===== config.mk =====
export PLATFORM = sky130hd
export DESIGN_NAME = pipeline_stall_ctrl
export DESIGN_NICKNAME = d
export VERILOG_FILES = /design/src/rtl/pipeline_stall_ctrl_pkg.sv /design/src/rtl/stall_priority_enc.sv /design/src/rtl/pipeline_stall_ctrl.sv
export SDC_FILE = /design/constraint.sdc
export NUM_CORES = 1
export LEC_CHECK = 0
export CORE_ASPECT_RATIO = 0.7
export CORE_UTILIZATION = 49
export CTS_BUF_LIST = sky130_fd_sc_hd__clkbuf_4
export DETAILED_ROUTE_END_ITERATION = 7
export GPL_ROUTABILITY_DRIVEN = 0
export PLACE_DENSITY = 0.85
export SLEW_MARGIN = 15
export SYNTH_ARGS = -nofsm -noshare
export SYNTH_HDL_FRONTEND = slang
export SYNTH_SLANG_ARGS = --single-unit

===== constraint.sdc =====
create_clock -name clk -period 6.5 [get_ports clk]
set_clock_uncertainty 0.05 [all_clocks]
set_input_delay 1.3 -clock clk [delete_from_list [all_inputs] [get_ports clk]]
set_output_delay 1.3 -clock clk [all_outputs]
set_load 0.1 [all_outputs]

===== src/rtl/pipeline_stall_ctrl_pkg.sv =====
// Shared constants and types for the pipeline stall/flush sequencer.
// Stage indices, FSM encodings and the hold/flush mask helper.
package pipeline_stall_ctrl_pkg;

    localparam int NSTG = 5;

    // Bit positions inside the stall/flush vectors
    localparam int STG_PC  = 0;
    localparam int STG_IF  = 1;
    localparam int STG_ID  = 2;
    localparam int STG_EXE = 3;
    localparam int STG_WB  = 4;

    // Store-type code for store-conditional
    localparam logic [2:0] STR_SC = 3'd4;

    typedef enum logic [1:0] {
        ST_RUN      = 2'd0,
        ST_DIV_WAIT = 2'd1,
        ST_EXC      = 2'd2
    } state_t;

    typedef struct packed {
        logic [NSTG-1:0] stall;
        logic [NSTG-1:0] flush;
    } hold_t;

    // Hold every register up to index k, bubble the one just after it
    function automatic hold_t hold_upto(input int k);
        hold_t h;
        h.stall = '0;
        h.flush = '0;
        for (int i = 0; i < NSTG; i++) begin
            if (i <= k)
                h.stall[i] = 1'b1;
            if (i == k + 1)
                h.flush[i] = 1'b1;
        end
        return h;
    endfunction

    // Exception squashes IF/ID..EXE/MEM; MEM/WB belongs to MEM
    localparam logic [NSTG-1:0] FLUSH_EXC = 5'b01111;

endpackage


===== src/rtl/stall_priority_enc.sv =====
// Maps stall sources onto stall/flush vectors.
// The deepest requesting stage wins; purely combinational.
module stall_priority_enc
    import pipeline_stall_ctrl_pkg::*;
(
    input  logic            mem_miss,
    input  logic            div_busy,
    input  logic            id_hazard,
    input  logic            if_miss,
    output logic [NSTG-1:0] stall,
    output logic [NSTG-1:0] flush
);

    hold_t h;

    // Pick the deepest source and expand it into hold/bubble masks
    always_comb begin
        h = '0;
        priority case (1'b1)
            mem_miss:  h = hold_upto(STG_EXE);
            div_busy:  h = hold_upto(STG_ID);
            id_hazard: h = hold_upto(STG_IF);
            if_miss:   h = hold_upto(STG_PC);
            default:   h = '0;
        endcase
        stall = h.stall;
        flush = h.flush;
    end

endmodule


===== src/rtl/pipeline_stall_ctrl.sv =====
// Central stall/flush sequencer for the 5-stage pipeline.
// Owns the divider handshake, exception redirect and stall counter.
module pipeline_stall_ctrl
    import pipeline_stall_ctrl_pkg::*;
#(
    parameter int ADDR_W = 32,
    parameter int CNT_W  = 32
) (
    input  logic              clk,
    input  logic              rst,
    input  logic              stcl_lw,
    input  logic              stcl_jmp,
    input  logic              if_miss,
    input  logic              mem_miss,
    input  logic              exe_div_req,
    input  logic              div_done,
    input  logic              exc_valid,
    input  logic [ADDR_W-1:0] exc_target,
    output logic              div_start,
    output logic              div_abort,
    output logic [NSTG-1:0]   stall,
    output logic [NSTG-1:0]   flush,
    output logic              redirect_valid,
    output logic [ADDR_W-1:0] redirect_pc,
    output logic [CNT_W-1:0]  stall_cycles
);

    state_t state_q;
    state_t state_d;

    logic            div_busy;
    logic            in_run;
    logic            in_div;
    logic            in_exc;
    logic [NSTG-1:0] src_stall;
    logic [NSTG-1:0] src_flush;

    assign in_run = (state_q == ST_RUN);
    assign in_div = (state_q == ST_DIV_WAIT);
    assign in_exc = (state_q == ST_EXC);

    // Divider occupies EXE until its result arrives
    assign div_busy = (in_div && !div_done) ||
                      (in_run && exe_div_req);

    stall_priority_enc u_enc (
        .mem_miss  (mem_miss),
        .div_busy  (div_busy),
        .id_hazard (stcl_lw | stcl_jmp),
        .if_miss   (if_miss),
        .stall     (src_stall),
        .flush     (src_flush)
    );

    // State register
    always_ff @(posedge clk) begin
        if (rst)
            state_q <= ST_RUN;
        else
            state_q <= state_d;
    end

    // Next-state: exceptions preempt everything, divider waits out mem_miss
    always_comb begin
        state_d = state_q;
        unique case (state_q)
            ST_RUN: begin
                if (exc_valid)
                    state_d = ST_EXC;
                else if (exe_div_req && !mem_miss)
                    state_d = ST_DIV_WAIT;
            end
            ST_DIV_WAIT: begin
                if (exc_valid)
                    state_d = ST_EXC;
                else if (div_done && !mem_miss)
                    state_d = ST_RUN;
            end
            ST_EXC: begin
                if (exc_valid)
                    state_d = ST_EXC;
                else if (!if_miss)
                    state_d = ST_RUN;
            end
            default: state_d = ST_RUN;
        endcase
    end

    // Outputs: exception override, then redirect hold, then stall sources
    always_comb begin
        stall          = '0;
        flush          = '0;
        div_start      = 1'b0;
        div_abort      = 1'b0;
        redirect_valid = 1'b0;
        if (!rst) begin
            if (exc_valid) begin
                flush = FLUSH_EXC;
            end else if (in_exc) begin
                flush[STG_IF]  = 1'b1;
                stall[STG_PC]  = if_miss;
            end else begin
                stall = src_stall;
                flush = src_flush;
            end
            div_start = in_run && exe_div_req &&
                        !mem_miss && !exc_valid;
            div_abort      = in_div && exc_valid;
            redirect_valid = in_exc;
        end
    end

    // Capture the redirect target on every committed exception
    always_ff @(posedge clk) begin
        if (rst)
            redirect_pc <= '0;
        else if (exc_valid)
            redirect_pc <= exc_target;
    end

    // Saturating count of cycles the PC was held
    always_ff @(posedge clk) begin
        if (rst)
            stall_cycles <= '0;
        else if (stall[STG_PC] && (stall_cycles != '1))
            stall_cycles <= stall_cycles + 1'b1;
    end

endmodule


==> results.toml, run 1 <==
[status]
status = "finished, violations left"
violations = "design-rule violations"

[finish]
post-route-util_pct = 71.6
drive_gt1_share_pct = 6.58
diodes = 0
fin_nets = 513
final_common_cell = "clkdlybuf4s50_1"
syn_to_final_growth_pct = 40.3
fill_cells = 487
final_cells = 549
final_cell_mix = "clkdlybuf4s50_1, dfxtp_1, nor2_1"
regArea_sq_um = 1320
multi_input_area_sq_um = 1750

[critical_path]
critPathTopFamily = "buffers and inverters"
cp.required_ns = 5.15
worst_setup_path_start_kind = "input port"
critical_path.slowest_cell = "clkdlybuf4s50_1"
slowest_delay_ns = 1.16
crit_buf_inv = 2
rr_worst_depth = 6
path_max_fanout = 13
arrival_ns = 3.97
critPathKind = "input port to primary output"
reg2reg_from = "state_q[0]"
path_cells = "clkdlybuf4s50_1 > nor2_1 > nand4_1 > nand2_1 > nor2_1 > clkdlybuf4s50_1"
critPathCaptureType = "primary output"
reg2reg_slack_ns = 3.77
timing.rr.end = "stall_cycles[22]"

[floorplanning]
start_util_pct = 51.1
io_pins = 118
core_region_area_sq_um = 6250
die_area_sq_um = 6840
dieHeight_um = 69.5
fp.dieW_um = 98.4
fp-row-count = 24

[yosys]
synthArstFlopShare_pct = 0
synth.avg_cell_area_sq_um = 8.86
synth-seq-cells = 66
yosys.area.top_type = "dfxtp_1"
yosysWarnings = 0
synth-seq-area-share_pct = 41.4
yosysUniqueCellTypes = 51
synthFlopType = "dfxtp_1"
syn-cell-area_sq_um = 3190
synth_top_area_share_pct = 41.4
synth_fp_nets = 406
synthTopCellsByArea = "dfxtp_1, mux2i_1, nor2_1"
synth-edff-count = 0
netlist_instances = 360

[clock_tree]
clk_pin_slew_ns = 0.09
clock_sinks = 66
cts_root_buf = "clkbuf_4"
cts_buffers = 9
cts_resized = 0
cts_buffer_depth = 2
hold_buffers = 0
cts_setup_buffers = 0
worst_skew_pair.late_latency_ns = 0.40
cts.htree.levels = 3
cts_tree = "built"

[pwr]
p_leak_uw = 0.00165
power_density_nw_per_um2 = 197
peakVddDrop_v = 0.000151

[routing]
drt-initial-drc-count = 238
avgRoutedWirePerCell_um = 15.8
route.detailed.drc = 1
via_count = 3164
routed_wl_mm = 8.66
post_drt_via_cell_ratio = 5.76
drtPass1Iterations = 8
final_antenna_net_count = 0

[global_route]
grt_overflow_total = 0
grt_pass1_wl_mm = 14.3
antenna_found_initial = 0
grtUsageTotal_pct = 26.6
grt_pass1_vias = 2922
grt_max_degree = 63

[placed_design]
hpwl_mm = 6.26
placed_cells = 533
place.port_buffers = 116
pre_cts_ws_ns = 1.21

[flow_run]
cap_violations = 0

[timing]
hold_viol = 0
finalSetupViolCount = 0
relSlewSlack_pct = 31.4
drv_slew = 0
setup_tns_ns = 0
whs_ns = 0.450
tightest_slew_ns = 1.03
period_needed_ns = 5.32
setup_ws_ns = 1.18
rsz0062_at_grt = "false"
fmax_mhz = 188
finalCritPeriodShare_pct = 81.9

[worst_hold_path]
hold_path.class = "flip-flop to flip-flop"
holdPathStages = 2
hp-start = "redirect_pc[30]"
min_delay_worst_endpoint = "redirect_pc[30]"
[how the worst max path moves through the flow]
stage / from / to / slack, ns / cells after the start
2_1_floorplan: exc_valid / stall[1] / 0.13 / 3
3_3_place_gp: mem_miss / stall[0] / 1.31 / 6
3_5_place_dp: mem_miss / stall[0] / 1.21 / 6
4_1_cts: mem_miss / stall[0] / 1.20 / 6
5_1_grt: stcl_jmp / stall[0] / 0.98 / 6
6_report: mem_miss / stall[0] / 1.18 / 6
[layout make-up]
type	count	share of cell area, %
Clock buffer	10	1.68
Clock inverter	5	0.503
Inverter	9	0.755
Multi-Input combinational cell	262	39.0
Sequential cell	66	29.5
Tap cell	78	2.18
Timing Repair Buffer	119	26.3
[through the flow]
step / area (sq um) / power [uW]
4_1_cts: 4460 / 890
5_1_grt: 4470 / 923
3_5_place_dp: 4360 / 676
3_3_place_gp: 4360 / 672
6_report: 4470 / 882
2_1_floorplan: 3200 / 608
[metal layers]
metal	track usage (%)	wire (um)	vias up
met3	13.5	905	9
met1	33.0	3630	1481
met4	6.80	87	0
met5	0	0	-
met2	40.9	4030	128
li1	-	-	1546
[power breakdown]
group | internal [uW] | total, uW | leakage [uW] | switching, uW
Combinational | 68.1 | 240 | 0.00105 | 172
Clock | 76.6 | 215 | 0.0000609 | 138
Sequential | 418 | 426 | 0.000539 | 8.58
[state kept, by name (all words and copies together) (netlist names)]
signal        count
state_q           2
redirect_pc      32
stall_cycles     32
[cell families after synthesis]
kind of cell	after synthesis	synth area share, %
AND/OR/NAND/NOR	146	25.4
AO/OA/AOI/OAI	76	16.0
flip-flops	66	41.4
multiplexers	34	10.7
buffers and inverters	32	4.35
adder cells (fa/ha/maj)	5	1.96
other	1	0.118
[synth_stat cells (all sizes together), types with 6 or more instances]
master,number
o31ai,15
mux2i,32
nor3,6
a21oi,28
nor2,45
nand4,12
nand2,15
buf,13
inv,9
or3,14
nand3,15
o21ai,15
and3,6
clkbuf,10
dfxtp,66
or4,12
[tightest hold or removal path, delay by kind of cell (launching register included)]
family | cells | cell delay [ns]
DFF | 1 | 0.34
muxes | 1 | 0.06
and+or+nand+nor | 1 | 0.07
Power figures use the tool's default switching activity.
==> inputs of run 2 (changes only) <==
--- a/config.mk
+++ b/config.mk
@@ -6,11 +6,11 @@
 export NUM_CORES = 1
 export LEC_CHECK = 0
 export CORE_ASPECT_RATIO = 0.7
-export CORE_UTILIZATION = 49
+export CORE_UTILIZATION = 46
 export CTS_BUF_LIST = sky130_fd_sc_hd__clkbuf_4
 export DETAILED_ROUTE_END_ITERATION = 7
 export GPL_ROUTABILITY_DRIVEN = 0
-export PLACE_DENSITY = 0.85
+export PLACE_DENSITY = 0.81
 export SLEW_MARGIN = 15
 export SYNTH_ARGS = -nofsm -noshare
 export SYNTH_HDL_FRONTEND = slang
==> constraint.sdc (replaced) <==
create_clock -name clk -period 5.55 [get_ports clk]
set_clock_uncertainty 0.05 [all_clocks]
set_input_delay 1.11 -clock clk [delete_from_list [all_inputs] [get_ports clk]]
set_output_delay 1.11 -clock clk [all_outputs]
set_load 0.1 [all_outputs]
==> run 2 against run 1 <==
The run now ends clean. Utilization down 1.9 points. Sequential share of layout area fell by 0.20 points. Register-to-register slack got worse by 0.94 ns. Highest routed layer unchanged. Largest cell class unchanged.
==> results.toml, run 2 (synthesis gave the netlist of run 1 again) <==
[status]
status = "complete, no violations"

[clock_tree]
clk_pin_slew_ns = 0.10
clock_sinks = 66
cts_root_buf = "clkbuf_4"
cts_buffer_depth = 2
cts_resized = 0
worst_skew_pair.late_latency_ns = 0.44
cts_setup_buffers = 0
cts_tree = "built"
cts.htree.levels = 3
cts_buffers = 9
hold_buffers = 0

[critical_path]
path_cells = "clkdlybuf4s50_1 > nor4b_2 > clkdlybuf4s50_1"
arrival_ns = 3.19
cp.required_ns = 4.39
critical_path.slowest_cell = "clkdlybuf4s50_1"
startpoint = "mem_miss"
worst_setup_path_start_kind = "input port"
rr_worst_depth = 6
timing.rr.end = "stall_cycles[28]"
critPathKind = "input port to primary output"
reg2reg_slack_ns = 2.83
reg2reg_from = "state_q[0]"
crit_path_end = "stall[3]"
cp_common_cell = "clkdlybuf4s50_1"
critPathCaptureType = "primary output"
crit_buf_inv = 2
slowest_delay_ns = 1.21
critPathTopFamily = "buffers and inverters"
crit_cells = 3
path_max_fanout = 6

[timing]
whs_ns = 0.453
hold_viol = 0
finalSetupViolCount = 0
relSlewSlack_pct = 32.7
period_needed_ns = 4.35
drv_slew = 0
fmax_mhz = 230
finalCritPeriodShare_pct = 78.4
rsz0062_at_grt = "false"
tightest_slew_ns = 1.01

[global_route]
grtUsageTotal_pct = 26.6
antenna_found_initial = 0
grt_pass1_wl_mm = 14.7
grt_overflow_total = 0
grt_max_degree = 71
grt_pass1_vias = 3104

[pwr]
p_total_uw = 1090
peakVddDrop_v = 0.000205
share_seq_of_total_power_pct = 46.0
switchingPower_uw = 384
pwr-share-comb_pct = 25.8
power_density_nw_per_um2 = 241
clkPwrFrac_pct = 28.2
p_leak_uw = 0.00167
swShare_pct = 35.3
power.internal_uw = 704

[placed_design]
hpwl_mm = 6.52
dpl_cell_area_sq_um = 4370
place.port_buffers = 116

[finish]
drive_gt1_share_pct = 8.30
reg.largest.list = "redirect_pc (32), stall_cycles (32), state_q (2)"
final_common_cell = "clkdlybuf4s50_1"
diodes = 0
fill_cells = 516
fin_nets = 513
syn_to_final_growth_pct = 41.2
final_cell_mix = "clkdlybuf4s50_1, dfxtp_1, nor2_1"
post-route-util_pct = 69.7
final_area_sq_um = 4500

[flow_run]
cap_violations = 0

[floorplanning]
core_region_area_sq_um = 6460
dieHeight_um = 71.7
start_util_pct = 49.4
fp.dieW_um = 102
io_pins = 118
fp-row-count = 24
die_area_sq_um = 7280

[worst_hold_path]
hold_path.class = "flip-flop to flip-flop"

[routing]
via_count = 3197
drtPass1Iterations = 4
final_antenna_net_count = 0
avgRoutedWirePerCell_um = 16.1
drt-initial-drc-count = 159
routed_wl_mm = 9.03
post_drt_via_cell_ratio = 5.70
route.detailed.drc = 0
==> run 2: cell count changes in the layout (fill, tap and decap cells not counted), sizes merged <==
cell           delta
bufinv            +1
buf               +6
clkdlybuf4s50     -6
clkinv            -2
==> run 2: worst min path at each step <==
stage                     startpoint          endpoint  depth (start not counted)
floorplan                 state_q[1]        state_q[1]                          2
global placement     redirect_pc[17]   redirect_pc[17]                          2
detailed placement   redirect_pc[16]   redirect_pc[16]                          2
CTS                 stall_cycles[29]  stall_cycles[29]                          2
global route          redirect_pc[0]    redirect_pc[0]                          2
finish               redirect_pc[25]   redirect_pc[25]                          2
==> run 2: area by class of cell <==
cell class / instances / area [sq um] / area share (%)
multi-input combinational: 262 / 1750 / 38.9
sequential: 66 / 1320 / 29.3
timing repair buffer: 119 / 1160 / 25.8
tap: 91 / 114 / 2.53
clock buffer: 10 / 75.1 / 1.67
clock inverter: 4 / 45.0 / 1.00
inverter: 9 / 33.8 / 0.750
==> run 2: power groups by stage <==
stage	combinational, uW	sequential [uW]	clock, uW
2_1_floorplan	96.0	616	0
3_3_place_gp	277	509	0
3_5_place_dp	281	510	0
4_1_cts	282	500	316
5_1_grt	293	502	339
6_report	281	500	307
==> run 2: tightest hold or removal path, cell delays in order (launching register included) <==
cell	delay, ns
dfxtp_1	0.34
mux2i_1	0.06
nor2_1	0.07
==> run 2: through the flow <==
step / setup WS [ns] / TNS [ns] / std cells
after CTS: 1.20 / 0 / 560
after global routing: 1.10 / 0 / 561
after detailed placement: 1.20 / 0 / 546
after global placement: 1.29 / 0 / 546
after floorplan: -0.441 / -0.441 / 360
final: 1.20 / 0 / 561
==> run 2: per-layer routing <==
layer	share of wire (%)	track usage, %	vias to the layer above
li1	-	-	1544
met3	9.3	14.2	12
met2	47	43.2	115
met1	42	30.4	1526
met4	1.4	7.73	0
met5	0	0	-
==> inputs of run 3 (changes only) <==
--- a/config.mk
+++ b/config.mk
@@ -6,11 +6,11 @@
 export NUM_CORES = 1
 export LEC_CHECK = 0
 export CORE_ASPECT_RATIO = 0.7
-export CORE_UTILIZATION = 46
+export CORE_UTILIZATION = 41
 export CTS_BUF_LIST = sky130_fd_sc_hd__clkbuf_4
 export DETAILED_ROUTE_END_ITERATION = 7
 export GPL_ROUTABILITY_DRIVEN = 0
-export PLACE_DENSITY = 0.81
+export PLACE_DENSITY = 0.76
 export SLEW_MARGIN = 15
 export SYNTH_ARGS = -nofsm -noshare
 export SYNTH_HDL_FRONTEND = slang
==> constraint.sdc (replaced) <==
create_clock -name clk -period 3.7 [get_ports clk]
set_clock_uncertainty 0.05 [all_clocks]
set_input_delay 0.74 -clock clk [delete_from_list [all_inputs] [get_ports clk]]
set_output_delay 0.74 -clock clk [all_outputs]
set_load 0.1 [all_outputs]
==> run 3 against run 2 <==
Critical path depth increased by 3. Die area increased by 12%. Sequential cell count unchanged. First-iteration DRC count decreased by 15%. Combinational power increased by 56%. Power increased by 56%. Critical path type unchanged. Largest cell class unchanged. Final cell count increased by 1.6%.
==> results.toml, run 3 (synthesis gave the netlist of run 1 again) <==
[global_route]
grtUsageTotal_pct = 21.7
top_usage_layer = "met2"
grt_pass1_wl_mm = 13.6
use_met2_pct = 33.3
grt_use_met1_pct = 29.0
grt_overflow_total = 0
grt_pass1_vias = 2762
grt_max_degree = 47
antenna_found_initial = 0
use_met3_pct = 6.24

[timing]
finalCritPeriodShare_pct = 87.8
setup_tns_ns = 0
rsz0062_at_grt = "false"
hold_viol = 0
tightest_slew_ns = 1.02
finalSetupViolCount = 0
period_needed_ns = 3.25
drv_slew = 0
fmax_mhz = 308
relSlewSlack_pct = 31.9

[floorplanning]
io_pins = 118
core_region_area_sq_um = 7420
die_area_sq_um = 8140
fp-row-count = 26
fp.dieW_um = 107
start_util_pct = 43.0
dieHeight_um = 75.8

[finish]
drive_gt1_share_pct = 10.4
reg.largest.list = "redirect_pc (32), stall_cycles (32), state_q (2)"
final_common_cell = "clkdlybuf4s50_1"
final_cells = 570
final_cell_mix = "clkdlybuf4s50_1, dfxtp_1, nor2_1"
diodes = 0
syn_to_final_growth_pct = 44.4
fin_nets = 515
post-route-util_pct = 62.1

[critical_path]
cp.required_ns = 2.91
critPathKind = "input port to primary output"
timing.rr.end = "stall_cycles[25]"
path_max_fanout = 10
reg2reg_slack_ns = 1.10
critPathCaptureType = "primary output"
startpoint = "stcl_jmp"
worst_setup_path_start_kind = "input port"
arrival_ns = 2.46
rr_worst_depth = 6
crit_path_end = "stall[0]"
reg2reg_from = "state_q[0]"

[pwr]
p_leak_uw = 0.00172
power_density_nw_per_um2 = 369
peakVddDrop_v = 0.000289

[placed_design]
place.port_buffers = 116
placed_cells = 556
hpwl_mm = 6.26

[routing]
drt-initial-drc-count = 135
avgRoutedWirePerCell_um = 15.8
post_drt_via_cell_ratio = 5.53
drtPass1Iterations = 4
route.detailed.drc = 0
final_antenna_net_count = 0
routed_wl_mm = 9.03
via_count = 3151

[clock_tree]
cts_tree = "built"
cts_root_buf = "clkbuf_4"
worst_skew_pair.late_latency_ns = 0.42
cts_setup_buffers = 0
clk_pin_slew_ns = 0.09
cts_resized = 0
cts_buffer_depth = 2
cts_buffers = 9
clock_sinks = 66
hold_buffers = 0
cts.htree.levels = 3

[flow_run]
cap_violations = 0

[status]
status = "complete, no violations"

[worst_hold_path]
hold_path.class = "flip-flop to flip-flop"
## run 3: cell types whose count changed in the layout (fill, tap and decap cells not counted), sizes merged
cell	delta
bufinv	+1
buf	+9
clkbuf	-1
clkdlybuf4s50	-7
## run 3: area by class of cell
cell class              instances  area (sq um)
multi-input cells             262          1780
flip-flops and latches         66          1320
inverters                       9          33.8
well taps                      98           123
clock inverters                 5          71.3
clock buffers                   9          67.6
repair buffers                121          1210
fillers                       615          2810
## run 3: routing by layer
layer,part of all wire [%],vias up
met5,0,-
met4,1.6,0
met3,5.8,16
met2,47,83
met1,46,1507
li1,-,1545
## run 3: power by group
group          switching, uW  total [uW]  leakage (uW)  internal (uW)
registers               14.9         749      0.000539            734
logic                    309         437       0.00111            128
clock network            252         513     0.0000744            261
## run 3: worst min-delay path by stage
stage / from / to / slack [ns] / cells after the start
finish: redirect_pc[13] / redirect_pc[13] / 0.45 / 2
floorplan: state_q[1] / state_q[1] / 0.44 / 2
global route: redirect_pc[10] / redirect_pc[10] / 0.48 / 2
CTS: stall_cycles[29] / stall_cycles[29] / 0.46 / 2
detailed placement: redirect_pc[14] / redirect_pc[14] / 0.44 / 2
global placement: redirect_pc[2] / redirect_pc[2] / 0.42 / 2
## run 3: through the flow
stage	setup WS [ns]	total power (uW)	instance area (sq um)	hold WS, ns
floorplan	-0.160	1070	3240	0.437
global placement	0.555	1200	4470	0.422
detailed placement	0.476	1200	4470	0.436
CTS	0.467	1720	4610	0.456
global route	0.356	1770	4610	0.481
finish	0.452	1700	4610	0.450
## run 3: critical path: stages
cell             delay [ns]
clkdlybuf4s50_1        0.40
nor2_1                 0.31
nand4_1                0.48
nand2_1                0.21
nor2_1                 0.09
buf_12                 0.21
